**src/rtl/uart_frame_ctrl_if.sv**
```systemverilog
// Bundle between the word assembler, the frame controller, the image RAM
// write port and the recognition core. The controller uses the slave view;
// the environment feeding words and watching the RAM uses the master view.
interface uart_frame_ctrl_if #(
    parameter int ADDR_W = 8
);
    logic [31:0]       word_data;
    logic              word_valid;
    logic              infer_busy;
    logic              ram_we;
    logic [ADDR_W-1:0] ram_addr;
    logic [31:0]       ram_wdata;
    logic              infer_start;
    logic              frame_err;
    logic [1:0]        err_code;
    logic              busy;

    modport master (
        output word_data,
        output word_valid,
        output infer_busy,
        input  ram_we,
        input  ram_addr,
        input  ram_wdata,
        input  infer_start,
        input  frame_err,
        input  err_code,
        input  busy
    );

    modport slave (
        input  word_data,
        input  word_valid,
        input  infer_busy,
        output ram_we,
        output ram_addr,
        output ram_wdata,
        output infer_start,
        output frame_err,
        output err_code,
        output busy
    );
endinterface

```
**src/rtl/uart_frame_ctrl.sv**
```systemverilog
// Frame controller: hunts for a header word, streams a fixed number of
// payload words into the image RAM, verifies the trailing checksum and
// starts the recognition core once it is idle. Bad or stalled frames are
// dropped with an error pulse and a sticky error code.
module uart_frame_ctrl #(
    parameter logic [31:0] HEADER      = 32'hA55A_0001,
    parameter int          WORDS       = 196,
    parameter int          ADDR_W      = 8,
    parameter int          TIMEOUT_CYC = 5_000_000
) (
    input  logic               sys_clk,
    input  logic               sys_rst,
    uart_frame_ctrl_if.slave   bus
);

    localparam int IDX_W = ADDR_W + 1;
    localparam int TMO_W = $clog2(TIMEOUT_CYC + 1);
    localparam logic [IDX_W-1:0] LAST_IDX = IDX_W'(WORDS - 1);
    localparam logic [TMO_W-1:0] TMO_LAST = TMO_W'(TIMEOUT_CYC - 1);

    typedef enum logic [2:0] {
        IDLE,
        PAYLOAD,
        CHECK,
        WAIT_INF,
        START
    } state_t;

    state_t            state_q, state_d;
    logic              vld_sync_q, vld_sync_d;
    logic              vld_dly_q, vld_dly_d;
    logic              busy_sync_q, busy_sync_d;
    logic [IDX_W-1:0]  idx_q, idx_d;
    logic [31:0]       sum_q, sum_d;
    logic [TMO_W-1:0]  tmo_q, tmo_d;
    logic              ram_we_q, ram_we_d;
    logic [ADDR_W-1:0] ram_addr_q, ram_addr_d;
    logic [31:0]       ram_wdata_q, ram_wdata_d;
    logic              frame_err_q, frame_err_d;
    logic [1:0]        err_code_q, err_code_d;
    logic              word_evt;
    logic              tmo_hit;

    // A held word_valid level produces exactly one event on its rising edge.
    assign word_evt = vld_sync_q & ~vld_dly_q;
    assign tmo_hit  = (tmo_q == TMO_LAST);

    // State register and all datapath flops; reset aborts any frame silently.
    always_ff @(posedge sys_clk or posedge sys_rst) begin
        if (sys_rst) begin
            state_q     <= IDLE;
            vld_sync_q  <= 1'b0;
            vld_dly_q   <= 1'b0;
            busy_sync_q <= 1'b0;
            idx_q       <= '0;
            sum_q       <= '0;
            tmo_q       <= '0;
            ram_we_q    <= 1'b0;
            ram_addr_q  <= '0;
            ram_wdata_q <= '0;
            frame_err_q <= 1'b0;
            err_code_q  <= 2'd0;
        end else begin
            state_q     <= state_d;
            vld_sync_q  <= vld_sync_d;
            vld_dly_q   <= vld_dly_d;
            busy_sync_q <= busy_sync_d;
            idx_q       <= idx_d;
            sum_q       <= sum_d;
            tmo_q       <= tmo_d;
            ram_we_q    <= ram_we_d;
            ram_addr_q  <= ram_addr_d;
            ram_wdata_q <= ram_wdata_d;
            frame_err_q <= frame_err_d;
            err_code_q  <= err_code_d;
        end
    end

    // Next-state, RAM write, checksum, timeout and error decisions.
    always_comb begin
        state_d     = state_q;
        vld_sync_d  = bus.word_valid;
        vld_dly_d   = vld_sync_q;
        busy_sync_d = bus.infer_busy;
        idx_d       = idx_q;
        sum_d       = sum_q;
        tmo_d       = '0;
        ram_we_d    = 1'b0;
        ram_addr_d  = ram_addr_q;
        ram_wdata_d = ram_wdata_q;
        frame_err_d = 1'b0;
        err_code_d  = err_code_q;

        if ((state_q == PAYLOAD) || (state_q == CHECK)) begin
            tmo_d = word_evt ? '0 : (tmo_q + TMO_W'(1));
        end

        case (state_q)
            IDLE: begin
                if (word_evt && (bus.word_data == HEADER)) begin
                    state_d    = PAYLOAD;
                    idx_d      = '0;
                    sum_d      = '0;
                    err_code_d = 2'd0;
                end
            end
            PAYLOAD: begin
                if (word_evt) begin
                    ram_we_d    = 1'b1;
                    ram_addr_d  = idx_q[ADDR_W-1:0];
                    ram_wdata_d = bus.word_data;
                    sum_d       = sum_q + bus.word_data;
                    idx_d       = idx_q + IDX_W'(1);
                    if (idx_q == LAST_IDX) begin
                        state_d = CHECK;
                    end
                end else if (tmo_hit) begin
                    err_code_d  = 2'd1;
                    frame_err_d = 1'b1;
                    state_d     = IDLE;
                end
            end
            CHECK: begin
                if (word_evt) begin
                    if (bus.word_data == sum_q) begin
                        state_d = WAIT_INF;
                    end else begin
                        err_code_d  = 2'd2;
                        frame_err_d = 1'b1;
                        state_d     = IDLE;
                    end
                end else if (tmo_hit) begin
                    err_code_d  = 2'd1;
                    frame_err_d = 1'b1;
                    state_d     = IDLE;
                end
            end
            WAIT_INF: begin
                if (word_evt) begin
                    err_code_d  = 2'd3;
                    frame_err_d = 1'b1;
                end else if (!busy_sync_q) begin
                    state_d = START;
                end
            end
            START: begin
                state_d = IDLE;
            end
            default: begin
                state_d = IDLE;
            end
        endcase
    end

    assign bus.ram_we      = ram_we_q;
    assign bus.ram_addr    = ram_addr_q;
    assign bus.ram_wdata   = ram_wdata_q;
    assign bus.infer_start = (state_q == START);
    assign bus.frame_err   = frame_err_q;
    assign bus.err_code    = err_code_q;
    assign bus.busy        = (state_q != IDLE);

endmodule

```
**src/flat_wrapper.sv**
```systemverilog
// flat-port wrapper written by rule: the top's interface ports become plain ports
module uart_frame_ctrl_flat 
#(
    parameter logic [31:0] HEADER      = 32'hA55A_0001,
    parameter int          WORDS       = 196,
    parameter int          ADDR_W      = 8,
    parameter int          TIMEOUT_CYC = 5_000_000
)
  (sys_clk, sys_rst, bus_word_data, bus_word_valid, bus_infer_busy, bus_ram_we, bus_ram_addr, bus_ram_wdata, bus_infer_start, bus_frame_err, bus_err_code, bus_busy);
  uart_frame_ctrl_if #(.ADDR_W(ADDR_W)) bus_i ();
  input  logic sys_clk;
  input  logic sys_rst;
  input wire logic [$bits(bus_i.word_data)-1:0] bus_word_data;
  input wire logic [$bits(bus_i.word_valid)-1:0] bus_word_valid;
  input wire logic [$bits(bus_i.infer_busy)-1:0] bus_infer_busy;
  output wire logic [$bits(bus_i.ram_we)-1:0] bus_ram_we;
  output wire logic [$bits(bus_i.ram_addr)-1:0] bus_ram_addr;
  output wire logic [$bits(bus_i.ram_wdata)-1:0] bus_ram_wdata;
  output wire logic [$bits(bus_i.infer_start)-1:0] bus_infer_start;
  output wire logic [$bits(bus_i.frame_err)-1:0] bus_frame_err;
  output wire logic [$bits(bus_i.err_code)-1:0] bus_err_code;
  output wire logic [$bits(bus_i.busy)-1:0] bus_busy;
  assign bus_i.word_data = bus_word_data;
  assign bus_i.word_valid = bus_word_valid;
  assign bus_i.infer_busy = bus_infer_busy;
  assign bus_ram_we = bus_i.ram_we;
  assign bus_ram_addr = bus_i.ram_addr;
  assign bus_ram_wdata = bus_i.ram_wdata;
  assign bus_infer_start = bus_i.infer_start;
  assign bus_frame_err = bus_i.frame_err;
  assign bus_err_code = bus_i.err_code;
  assign bus_busy = bus_i.busy;
  uart_frame_ctrl #(.HEADER(HEADER), .WORDS(WORDS), .ADDR_W(ADDR_W), .TIMEOUT_CYC(TIMEOUT_CYC)) u_core (.sys_clk(sys_clk), .sys_rst(sys_rst), .bus(bus_i));
endmodule
```
**config.mk**
```make
export PLATFORM = sky130hd
export DESIGN_NAME = uart_frame_ctrl_flat
export DESIGN_NICKNAME = d
export VERILOG_FILES = /design/src/rtl/uart_frame_ctrl_if.sv /design/src/rtl/uart_frame_ctrl.sv /design/src/flat_wrapper.sv
export SDC_FILE = /design/constraint.sdc
export NUM_CORES = 1
export LEC_CHECK = 0
export ABC_AREA = 1
export BUFFER_PORTS_ARGS = -buffer_cell sky130_fd_sc_hd__buf_2
export CAP_MARGIN = 40
export CORE_ASPECT_RATIO = 0.7
export CORE_MARGIN = 1.5
export CORE_UTILIZATION = 65
export DETAILED_ROUTE_END_ITERATION = 8
export HOLD_SLACK_MARGIN = 0.08
export PLACE_DENSITY = 0.95
export SETUP_SLACK_MARGIN = 0.02
export SYNTH_ARGS = -nofsm -noshare
export SYNTH_HDL_FRONTEND = slang
export SYNTH_SLANG_ARGS = --single-unit
```
**constraint.sdc**
```tcl
create_clock -name sys_clk -period 9.75 [get_ports sys_clk]
set_input_delay 0.4875 -clock sys_clk [delete_from_list [all_inputs] [get_ports sys_clk]]
set_output_delay 0.4875 -clock sys_clk [all_outputs]
set_load 0.01 [all_outputs]
```
[Yosys cells after proc, flatten, opt, wreduce, memory -nomap -nowiden]
Index checks and enable logic that the tools add are counted.
Operators by class
  $add $sub $neg: 3
  equality and inequality tests: 16
  muxes and demuxes: 31
  bitwise logic cells: 2
  reduce and logical (&&, ||, !) cells: 10
Operators by type and width (count)
  2-to-1 mux 32 bit: 2
  one-hot mux 32 bit (2 select lines): 1
  2-to-1 mux 23 bit: 2
  adder 32 bit: 1
  == test 32 bit: 1
  == test 32 bit (second input constant): 1
  adder 23 x 1 -> 23 bit (second input constant): 1
  == test 23 bit (second input constant): 1
  2-to-1 mux 3 bit: 7
  2-to-1 mux 9 bit: 2
  one-hot mux 9 bit (2 select lines): 1
  2-to-1 mux 2 bit: 7
  one-hot mux 3 bit (4 select lines): 1
  adder 9 x 1 -> 9 bit (second input constant): 1
  == test 9 x 8 -> 1 bit (second input constant): 1
  one-hot mux 2 bit (4 select lines): 1
  == test 3 x 2 -> 1 bit (second input constant): 2
  2-to-1 mux 1 bit: 6
  != test 2 x 1 -> 1 bit (second input constant): 3
  != test 2 bit (second input constant): 3
  != test 3 bit (second input constant): 2
  AND reduction 5 bit: 1
  AND reduction 4 bit: 1
  nonzero test 4 bit: 1
  12 further kinds: 12
Word-level totals
  flip-flop bits (word level): 114
  input bits: 36
  output and inout port bits: 46
  logic and storage cells: 74

[Logic depth before layout (Yosys ltp)]
  depth after elaboration: 5
  gate-level depth with buffers: 14
  gate-level depth less buffers: 14

[Worst setup path before layout]
No wires, ideal clock.
  path kind: input to register
  from: input port bus_word_data[0]
  to: register u_core.sum_q[24]
  setup time: 0.117 ns
  data arrival time: 1.804 ns
  required time: 9.633 ns
  setup slack: 7.829 ns
  stages: 13
  path buffers: 0
  cells stage by stage: ha_1 > inv_1 > fa_1 > inv_1 > nand3_1 > nand3_1 > nand2_1 > nand2_1 > nand2_1 > nand3_1 > nand2_1 > nand3_1 > nand2_1
Between the ends
  cells in the longest elaborated chain, start to end: 4
  elaborated cells between the ends (all ways): 7
  classes of those cells: add/sub (1); eq/ne (2); mux (2); reduce/logical (2)
Ends and longest elaborated chain
  start, declared: line flat_wrapper.sv:13  | input wire logic [$bits(bus_i.word_data)-1:0] bus_word_data;
  branches (longest 4 deep; another with adder 32 bit)
  end signal, assigned: line uart_frame_ctrl.sv:69  | sum_q <= sum_d;
  end, declared: line uart_frame_ctrl.sv:34  | logic [31:0] sum_q, sum_d;
Several ways; the timed one is not identified. The select of a mux whose other input is x is not followed.
A chain may end at the register's enable or synchronous reset.

[Worst setup path in the final report]
  from: register u_core.state_q[2]
  to: register u_core.state_q[1]
Between the ends
  cells in the longest elaborated chain, start to end: 3
  elaborated cells between the ends (all ways): 10
  classes of those cells: eq/ne (7); mux (1); reduce/logical (2)
Ends and longest elaborated chain
  start, declared: line uart_frame_ctrl.sv:29  | state_t state_q, state_d;
  start signal, assigned: line uart_frame_ctrl.sv:64  | state_q <= state_d;
  == test 3 x 1 -> 1 bit, or another cell as far along: line uart_frame_ctrl.sv:98  | case (state_q)
  != test 3 bit (no line), or another cell as far along
  AND reduction 4 bit (no line)
Parallel ways exist; a longest one is shown, timed or not.

==> results_tabular.tex <==
\begin{tabular}{lr}
\hline
Metric & Value \\
\hline
\multicolumn{2}{l}{\textbf{Yosys}} \\
Syn avg cell area & about 6.7 µm² \\
Async SR Flop Fraction & 100\% \\
Proportion of netlist area held by the largest area contributor & a little over a third \\
Dominant cells by area after synthesis & dfrtp\_1 (36\%), nand2\_1 (18\%), inv\_1 (9.0\%) \\
Warning count from the yosys run & 0 \\
Netlist Area Pre-Place & 7870 µm² \\
Post-synth top area cell & dfrtp\_1 \\
Part of the Yosys area used for sequential elements & 36.2\% \\
Number of distinct standard cells referenced by the synthesized netlist & 37 \\
Synth top cells by count & nand2\_1 (387), inv\_1 (188), nor2\_1 (118), dfrtp\_1 (114), nand3\_1 (88) \\
Post-synthesis cell count & approximately 1200 \\
Flip-flop cell with the highest count after synthesis & dfrtp\_1 \\
Number of nets in the synthesized netlist & 1241 \\
Most frequent cell after synthesis & nand2\_1 \\
Count of flip-flops with a built-in enable after synthesis & 0 \\
Total of flip-flops plus latches after synthesis & 114 \\
\multicolumn{2}{l}{\textbf{Floorplan}} \\
Starting Density & 66.9\% \\
Core Rows & 33 \\
Die outline height & 95.1 µm \\
Placeable core region & roughly 12000 µm² \\
Count of boundary I/O pins & 82 \\
Die outline width & 135 µm \\
Die outline area & 12800 µm² \\
\multicolumn{2}{l}{\textbf{Power and ir drop}} \\
Leakage power figure & about 5.0 nW \\
Worst ir drop on vdd & 0.172 mV \\
Power density relative to cell area & 285 nW/µm² \\
\multicolumn{2}{l}{\textbf{Clock tree}} \\
TritonCTS clock tree & built \\
Clock H-tree levels & 4 \\
Sinks on the clock net & around 110 \\
Root buffer selected by CTS & clkbuf\_16 \\
Number of buffers on the longest clock path & 2 \\
Clock slew seen by the registers of the worst setup and hold paths & 0.06 ns \\
Number of gates given a new drive strength after cts & 0 \\
Clock buffer count from CTS & 17 \\
Latest clock arrival within the worst-skew pair & 0.42 ns \\
\multicolumn{2}{l}{\textbf{Timing}} \\
Maximum clock skew at final layout & 0.00828 ns \\
Worst-case hold slack & approximately 0.18 ns \\
Minimum period implied by the final worst setup slack & 2.89 ns \\
Top achievable clock speed & 346 MHz \\
Setup TNS & 0 ns \\
Setup repair after global routing missed its margin & no \\
Final critical-path share of the clock period & 29.7\% \\
Transition time of the tightest slew-check pin & 0.603 ns \\
Relative slew margins & 59.8\% \\
Worst Setup Slack, final & 6.86 ns \\
Number of max-slew violations in the final report & 0 \\
Final hold vios & 0 \\
Number of setup violations in the final report & 0 \\
\multicolumn{2}{l}{\textbf{Placement}} \\
Post-DP HPWL & 16600 µm \\
Minimum setup slack after placement & 6.93 ns \\
Placer congestion estimate & 1.03 \\
Count of port buffers added during placement & 81 \\
Number of placed instances, taps included & 1390 \\
\multicolumn{2}{l}{\textbf{Route}} \\
Vias per cell & around 5.8 \\
Total DRC errors in the routed layout & 0 \\
Count of vias placed by the detailed router & 8267 \\
Number of search-and-repair iterations in the first detailed-routing pass & 6 \\
Total length of routed wires & 23400 µm \\
Antenna viol nets, final & 0 \\
Initial drt markers & 1063 \\
Wire length per cell after detailed routing & roughly 16 µm \\
\multicolumn{2}{l}{\textbf{Cells and area}} \\
Multi-input combinational cell area & 4140 µm² \\
Share of the core filled with cells in the final layout & 76.9\% \\
Filler-free cell count of the finished design & 1423 \\
FILL cells & 805 \\
Number of nets at the end of the flow & approximately 1300 \\
Reg area & 2850 µm² \\
Signed area change from the synthesized netlist to the final layout & 14.9\% \\
Ant diodes & 0 \\
Share of cells above drive strength 1 & a little over an eighth \\
\multicolumn{2}{l}{\textbf{Min path}} \\
Worst hold-check path type & in -> reg \\
Number of stages on the worst hold path & 1 \\
\multicolumn{2}{l}{\textbf{Global route}} \\
Remaining global-route overflow & 0 \\
Pin count of the biggest net entering global routing & 56 \\
Number of antenna violations at the first check in global routing & 0 \\
Combined global-route utilization of all metal layers & 37.6\% \\
Global-route wire length before repair & 37100 µm \\
Number of global-route vias before repair & 7620 \\
\multicolumn{2}{l}{\textbf{Setup path}} \\
Cell depth of the worst flop-to-flop path & 11 \\
Startpoint-to-endpoint class of the critical path & reg -> reg \\
Sequence of cells on the critical path & nor2\_1 > nand2\_2 > nor2\_4 > buf\_16 > inv\_4 > buf\_4 > buf\_12 > o21ai\_0 > nor2\_1 > nand2\_1 > nand2\_1 \\
Sort of element at the end of the critical path & flip-flop \\
Data arrival time at the worst-slack endpoint & 3.19 ns \\
Required time of the critical path & 10.05 ns \\
Largest stage delay on the critical path & 0.51 ns \\
Critical path launch point type & flip-flop \\
Critical path fanouts, max & 55 \\
Cell with the biggest individual delay on the critical path & nor2\_4 \\
\multicolumn{2}{l}{\textbf{Run}} \\
Max Cap Violations & 0 \\
\multicolumn{2}{l}{\textbf{Run status}} \\
Result of the run & finished, final reports clean \\
\hline
\end{tabular}
-- where the power goes --
| part | internal [W] | leakage (nW) | switching, W | total [W] |
|---|---|---|---|---|
| combinational | 0.000393 | 3.24 | 0.000792 | 0.00118 |
| clock | 0.000420 | 0.305 | 0.000246 | 0.000665 |
| sequential | 0.000625 | 1.46 | 0.000106 | 0.000731 |
| total | 0.00144 | 5.01 | 0.00114 | 0.00258 |
-- sequential cells by signal, summed over array words and instances (netlist names) --
| signal | count |
|---|---|
| u_core.bus.ram_addr | 8 |
| u_core.tmo_q | 23 |
| u_core.bus.frame_err | 1 |
| u_core.state_q | 3 |
| u_core.bus.ram_wdata | 32 |
| u_core.vld_dly_d | 1 |
| u_core.bus.ram_we | 1 |
| u_core.busy_sync_q | 1 |
| u_core.idx_q | 9 |
| u_core.vld_dly_q | 1 |
| u_core.sum_q | 32 |
| u_core.bus.err_code | 2 |
-- cells by family (layout without fill, tap and decap cells) --
group                    count (synthesis)  in the layout  synth area share (%)
AO/OA/AOI/OAI                          112            112                  7.54
XOR/XNOR                                14             14                  1.56
adder cells (fa/ha/maj)                 34             34                  5.50
buffers and inverters                  216            311                  11.2
flip-flops                             114            114                  36.2
AND/OR/NAND/NOR                        681            681                  38.0
-- cell usage in the layout, fill, tap and decap left out, drive strengths merged --
master,instances
nand2,395
inv,196
nor2,130
dfrtp,114
nand3,108
buf,86
o21ai,58
a21oi,41
ha,33
nand4,21
clkbuf,19
nor3,17
xor2,10
o21bai,5
clkinv,5
xnor2,4
nand3b,3
nor4,3
and2,3
a31oi,3
bufinv,3
a211oi,2
o22ai,1
and3,1
a21o,1
o211ai,1
fa,1
clkinvlp,1
dlygate4sd3,1
-- worst max-delay path: cells and delay by family, from the launching register on --
family                 cells  cell delay [ns]
AND/OR/NAND/NOR            6             1.06
buffers and inverters      4             0.88
AO/OA/AOI/OAI              1             0.36
flip-flops                 1             0.45
-- through the flow --
stage,area (µm²),power (W)
6_report,9050,0.00258
5_1_grt,9050,0.00274
4_1_cts,9050,0.00254
3_5_place_dp,8410,0.00184
3_3_place_gp,8340,0.00179
2_1_floorplan,7870,0.00152
-- layout make-up --
cell class / instances / share of cell area [%]
inverter: 192 / 8.05
tap: 157 / 2.17
clock buffer: 19 / 5.01
timing repair buffer: 87 / 5.59
multi-input combinational: 841 / 45.7
sequential: 114 / 31.5
clock inverter: 13 / 1.91
-- metal layers --
layer | up-vias | track usage (%) | wire length [µm]
met5 | - | 0 | 0
met4 | 0 | 15.6 | 695
met3 | 72 | 9.94 | 2990
met2 | 582 | 59.0 | 10300
met1 | 3763 | 49.9 | 9480
li1 | 3850 | - | -
-- worst paths after layout --
kind                                   start                 to  slack, ns
setup / recovery           u_core.state_q[2]  u_core.state_q[1]       6.86
hold / removal                bus_word_valid   u_core.vld_dly_d       0.18
setup reg to reg           u_core.state_q[2]  u_core.state_q[1]       6.86
hold reg to reg             u_core.vld_dly_d   u_core.vld_dly_q       0.39
max in group asynchronous            sys_rst   u_core.sum_q[15]       8.05
min in group asynchronous            sys_rst    u_core.idx_q[4]       0.60
-- timing repair --
action                    4_1_cts  5_1_grt
setup buffers                   0        0
hold buffers                    1        0
hold endpoints to repair       22        0
No activity file was read; power rests on OpenSTA's default activity.
